--- src/rtl/tex_sram_arbiter.sv ---
// Arbitrates the texture SRAM: raster reads win, loader writes queue in a FIFO and drain on free cycles.
// Read data 1 cycle after rd_gnt; loader stalls on wr_ready=0 (FIFO full), starved writes forced after STARVE_LIMIT.

module tex_sram_arbiter_fifo #(
  parameter int W     = 20,
  parameter int DEPTH = 4
) (
  input  logic                       clk,
  input  logic                       rst_n,
  input  logic                       push_vld_i,
  input  logic [W-1:0]               push_dat_i,
  input  logic                       pop_i,
  output logic [W-1:0]               head_dat_o,
  output logic [$clog2(DEPTH):0]     count_o,
  output logic                       full_o,
  output logic                       empty_o
);
  localparam int PW = $clog2(DEPTH);
  localparam int CW = PW + 1;

  logic [W-1:0]  mem_q [DEPTH];
  logic [PW-1:0] head_q, head_d;
  logic [PW-1:0] tail_q, tail_d;
  logic [CW-1:0] count_q, count_d;
  logic          push_ok, pop_ok;

  assign full_o     = (count_q == CW'(DEPTH));
  assign empty_o    = (count_q == '0);
  assign push_ok    = push_vld_i && !full_o;
  assign pop_ok     = pop_i && !empty_o;
  assign head_dat_o = mem_q[head_q];
  assign count_o    = count_q;

  always_comb begin
    head_d  = head_q;
    tail_d  = tail_q;
    count_d = count_q;
    // Pointers wrap naturally because DEPTH is a power of two.
    if (push_ok) tail_d = tail_q + PW'(1);
    if (pop_ok)  head_d = head_q + PW'(1);
    case ({push_ok, pop_ok})
      2'b10:   count_d = count_q + CW'(1);
      2'b01:   count_d = count_q - CW'(1);
      default: count_d = count_q;
    endcase
  end

  always_ff @(posedge clk or negedge rst_n) begin
    if (!rst_n) begin
      head_q  <= '0;
      tail_q  <= '0;
      count_q <= '0;
    end else begin
      head_q  <= head_d;
      tail_q  <= tail_d;
      count_q <= count_d;
    end
  end

  always_ff @(posedge clk) begin
    if (push_ok) mem_q[tail_q] <= push_dat_i;
  end
endmodule

module tex_sram_arbiter #(
  parameter int AW           = 11,
  parameter int DEPTH        = 4,
  parameter int STARVE_LIMIT = 8
) (
  input  logic                   clk,
  input  logic                   rst_n,
  input  logic                   rd_req,
  input  logic [AW-1:0]          rd_addr,
  output logic                   rd_gnt,
  output logic                   rd_valid,
  output logic [15:0]            rd_data,
  input  logic                   wr_valid,
  input  logic [AW-1:0]          wr_addr,
  input  logic                   wr_lane,
  input  logic [7:0]             wr_data,
  output logic                   wr_ready,
  output logic [$clog2(DEPTH):0] fifo_count,
  output logic                   idle,
  output logic                   sram_cen_n,
  output logic                   sram_wen_n,
  output logic [AW-1:0]          sram_addr,
  output logic                   sram_sel,
  output logic [7:0]             sram_din,
  input  logic [15:0]            sram_dout
);
  localparam int EW = AW + 9;
  localparam int SW = $clog2(STARVE_LIMIT + 1);

  logic [EW-1:0] push_dat, head_dat;
  logic [AW-1:0] head_addr;
  logic          head_lane;
  logic [7:0]    head_data;
  logic          fifo_full, fifo_empty;
  logic          force_wr, wr_issue, push;
  logic [SW-1:0] starve_q, starve_d;
  logic          rd_valid_q;

  assign push_dat = {wr_addr, wr_lane, wr_data};
  assign {head_addr, head_lane, head_data} = head_dat;
  assign wr_ready = !fifo_full;
  assign push     = wr_valid && wr_ready;

  tex_sram_arbiter_fifo #(.W(EW), .DEPTH(DEPTH)) u_wr_fifo (
    .clk        (clk),
    .rst_n      (rst_n),
    .push_vld_i (push),
    .push_dat_i (push_dat),
    .pop_i      (wr_issue),
    .head_dat_o (head_dat),
    .count_o    (fifo_count),
    .full_o     (fifo_full),
    .empty_o    (fifo_empty)
  );

  always_comb begin
    force_wr = (starve_q == SW'(STARVE_LIMIT)) && !fifo_empty;
    wr_issue = !fifo_empty && (!rd_req || force_wr);
    rd_gnt   = rd_req && !wr_issue;
  end

  always_comb begin
    sram_cen_n = 1'b1;
    sram_wen_n = 1'b1;
    sram_addr  = '0;
    sram_sel   = 1'b0;
    sram_din   = '0;
    if (wr_issue) begin
      sram_cen_n = 1'b0;
      sram_wen_n = 1'b0;
      sram_addr  = head_addr;
      sram_sel   = head_lane;
      sram_din   = head_data;
    end else if (rd_gnt) begin
      sram_cen_n = 1'b0;
      sram_addr  = rd_addr;
    end
  end

  // Counts cycles a queued write lost to a read; holds at the limit so the next cycle forces it.
  always_comb begin
    starve_d = starve_q;
    if (fifo_empty || wr_issue)
      starve_d = '0;
    else if (rd_req && (starve_q != SW'(STARVE_LIMIT)))
      starve_d = starve_q + SW'(1);
  end

  always_ff @(posedge clk or negedge rst_n) begin
    if (!rst_n) begin
      starve_q   <= '0;
      rd_valid_q <= 1'b0;
    end else begin
      starve_q   <= starve_d;
      rd_valid_q <= rd_gnt;
    end
  end

  assign rd_valid = rd_valid_q;
  assign rd_data  = sram_dout;
  assign idle     = fifo_empty && !rd_req;
endmodule
--- config.mk ---
export PLATFORM = sky130hd
export DESIGN_NAME = tex_sram_arbiter
export DESIGN_NICKNAME = d
export VERILOG_FILES = /design/src/rtl/tex_sram_arbiter.sv
export SDC_FILE = /design/constraint.sdc
export NUM_CORES = 1
export LEC_CHECK = 0
export ABC_AREA = 1
export ABC_CLOCK_PERIOD_IN_PS = 2800
export CAP_MARGIN = 10
export CELL_PAD_IN_SITES_DETAIL_PLACEMENT = 1
export CELL_PAD_IN_SITES_GLOBAL_PLACEMENT = 1
export CORE_MARGIN = 2
export CORE_UTILIZATION = 38
export DETAILED_ROUTE_END_ITERATION = 16
export HOLD_SLACK_MARGIN = 0.05
export PLACE_DENSITY = 0.79
export SLEW_MARGIN = 20
export SYNTH_ARGS = -nofsm -noshare
export SYNTH_HDL_FRONTEND = slang
export SYNTH_SLANG_ARGS = --single-unit
--- constraint.sdc ---
create_clock -name clk -period 2.8 [get_ports clk]
set_clock_uncertainty 0.2 [all_clocks]
set_input_delay 0.84 -clock clk [delete_from_list [all_inputs] [get_ports clk]]
set_output_delay 0.84 -clock clk [all_outputs]
set_load 0.02 [all_outputs]
==> run metrics <==
status=complete, but fails checks; failing checks=negative setup slack; routed via count=roughly 3000; setup slack, reg-to-reg=approximately 0.16 ns; Final ANT Viol Nets=0; Seq pwr share=a little over a third; Post-Place Setup Slack=-0.6803 ns; Synth warnings=0; vias in the first global route=approximately 3100; Top cell by count, worst path=nand2_1; worst path bufs/invs=4; P_int=3.320 mW; Hold Crit Endpoint=u_wr_fifo.count_o[0]; Worst R2R Path Depth=13; clock tree buffer depth=2; # clock sinks=92; Antenna diodes=0; P&R area growth vs syn=30.01%; CTS root buf=clkbuf_8; combinational share of power=a little under half; CP arrival=between 1.5 and 2 ns; antenna violations before repair=0; drt drc=0; max-slew violation count=0; cells along the critical path=clkdlybuf4s15_2 > a21oi_4 > buf_12 > buf_16 > nand2_1 > nand2_1 > buf_6; Synth Area per Inst=10.30 um^2; synth top area cells=edfxtp_1 57%, nand2_1 13%, dfrtp_1 7.2%, nor2_1 4.1%, buf_4 3.9%; Final Hold Viols=0; worst-margin pin slew=approximately 0.64 ns; power per cell area=about 1000 nW/um^2; Psw=roughly 2.1 mW; Yosys cell types=24; clk slew on worst S/H paths=0.09 ns; Port Buffer Count=63; DRT Pass-1 Iters=4; Clk network pwr share=17.2%; hold depth=1; Startpoint Class=input port; sw frac=around two fifths; f_max=0.3549 GHz; register area=approximately 2700 um^2; Setup CP Type=input port to output port; Synth Cell Area=4194 um^2; RSZ-0062 raised after global routing=true; Nets=about 540; vias per cell=slightly below 5; Max Cap Violations=0; top-level port count=96; die area=11890 um^2; syn nets=around 470; reg2reg end=u_wr_fifo.count_o[2]; drt wl/cell=~16 um; post-synth top area share=between 50% and 60%; # setup viols final=11; critical path peak fanout=9; Final HPWL DP=approximately 6400 um; Leak=about 2.3 nW; crit path time final=2.818 ns; filler cell count=1173; 1st-iter DRT viols=about 140; final wirelength=a little over 10000 um; worst-skew pair later-pin latency=approximately 0.37 ns; GPL Wtd Cong=slightly above 0.7; Seq/Total Area, Yosys=around 64%; hold slack=0.3383 ns; footprint of the multi-input gates=1255 um^2; worst path required time=between 1.5 and 2 ns; CP max stage delay=around 0.22 ns; H-tree depth=3; fraction of the cycle the final worst path needs=100.6%; CTS buffer count=9; row count=38; area leader, netlist=edfxtp_1; CTS tree=built; gr usage total=about 18%; # placed instances=~600; Mapped Cells=around 400; Die Ht=around 110 um; initial core utilization=about 39%; largest net degree at the start of global routing=23; CP top delay family=buffers and inverters; Worst Setup End Kind=output port; Layout Cells excl Fill=about 620; slowest cell on the critical path=clkdlybuf4s15_2; share of layout cells above drive strength 1=between 20 and 25%; worst vdd ir=roughly 460 uV; Hold Path Origin=u_wr_fifo.count_o[0]; worst setup margin=-0.01752 ns; core footprint=about 11000 um^2; grt ovf=0; Hold Buf Count CTS=0; Die X=109.1 um; first-pass GRT wire length=15880 um; Post-Route Utilization=between 50% and 60%; Hold WC Path Type=flop to flop; launch point of the worst reg-to-reg path=starve_q[1]; Synth Register Bits=92; Slew headroom=between 50% and 60%
[worst max-delay path by stage]
stage / from / end / slack [ns] / cells after the start
floorplan: rd_req / sram_cen_n / 0.17 / 3
global placement: rd_req / sram_sel / -0.65 / 6
detailed placement: rd_req / sram_din[2] / -0.68 / 6
CTS: starve_q[1] / sram_addr[0] / -0.01 / 9
global route: starve_q[1] / sram_addr[3] / -0.08 / 9
finish: rd_req / sram_addr[3] / -0.02 / 7
[cell usage after synthesis, drive strengths merged]
master  count
xor2        4
xnor2       2
nor2       48
edfxtp     80
buf        31
o21ai      20
nand2     151
dfrtp      12
fa          1
ha          7
a21oi       4
or2         1
nand3      16
clkbuf      3
inv        27
[worst register-to-register path, delay by kind of cell, from the launching register on]
| kind | cells | cell delay [ns] |
|---|---|---|
| adders and majority gates | 3 | 0.67 |
| buffers and inverters | 5 | 0.53 |
| and+or+nand+nor | 3 | 0.46 |
| DFF | 1 | 0.40 |
| AOI/OAI and AO/OA | 1 | 0.18 |
| xor gates and xnor gates | 1 | 0.14 |
[stage by stage]
step,power (mW),cell area (um^2),TNS (ns)
2_1_floorplan,3.344,4194,0
3_5_place_dp,4.293,5042,-15.66
3_3_place_gp,4.193,5042,-15.13
4_1_cts,5.468,5441,-0.09003
5_1_grt,5.835,5453,-1.035
6_report,5.458,5453,-0.09689
[sequential cells by signal, summed over array words and instances (netlist names)]
register / count
u_wr_fifo.mem_q: 80
starve_q: 4
u_wr_fifo.tail_q: 2
u_wr_fifo.head_q: 2
u_wr_fifo.count_o: 3
rd_valid: 1
[cells in the final DEF, fill, tap and decap left out, types with 9 or more instances in the layout]
cell	instances
nand3_1	14
clkdlybuf4s50_1	38
inv_1	15
nand2_1	133
inv_2	11
nor2_1	42
buf_4	18
o21ai_1	19
dfrtp_1	11
buf_6	21
nand2_2	11
edfxtp_1	80
clkbuf_8	9
[area by class of cell]
class / count / share of cell area (%)
Tap cell: 140 / 3.212
Sequential cell: 92 / 49.59
Clock buffer: 9 / 2.272
Multi-Input combinational cell: 254 / 23.02
Clock inverter: 7 / 1.606
Timing Repair Buffer: 92 / 18.40
Inverter: 27 / 1.905
[cell families (layout without fill, tap and decap cells)]
logic type / after synthesis / in the layout / synth area share, %
AND/OR/NAND/NOR: 216 / 216 / 20.41
flip-flops: 92 / 92 / 64.44
buffers and inverters: 61 / 135 / 8.204
AO/OA/AOI/OAI: 24 / 24 / 3.132
adder cells (fa/ha/maj): 8 / 8 / 2.566
XOR/XNOR: 6 / 6 / 1.253
[layer usage]
layer	wire, um	global-route usage (%)	vias to the layer above
li1	-	-	1437
met1	4095	20.32	1441
met2	5324	33.50	79
met3	481	2.989	28
met4	262	9.158	0
met5	0	0	-
[what timing repair did]
item	4_1_cts	5_1_grt
setup buffers	5	0
pin swaps	4	5
endpoints found under the hold margin	0	0
endpoints found under the setup margin	24	23
resized for setup	154	17
cloned	2	0
[power by group through the flow]
| stage | Combinational, mW | Sequential, mW | Clock (mW) |
|---|---|---|---|
| after detailed placement | 2.33 | 1.96 | 0 |
| after floorplan | 1.39 | 1.96 | 0 |
| after global placement | 2.25 | 1.94 | 0 |
| final | 2.59 | 1.93 | 0.941 |
| after global routing | 2.86 | 1.96 | 1.01 |
| after CTS | 2.57 | 1.93 | 0.966 |
Power figures use the tool's default switching activity.
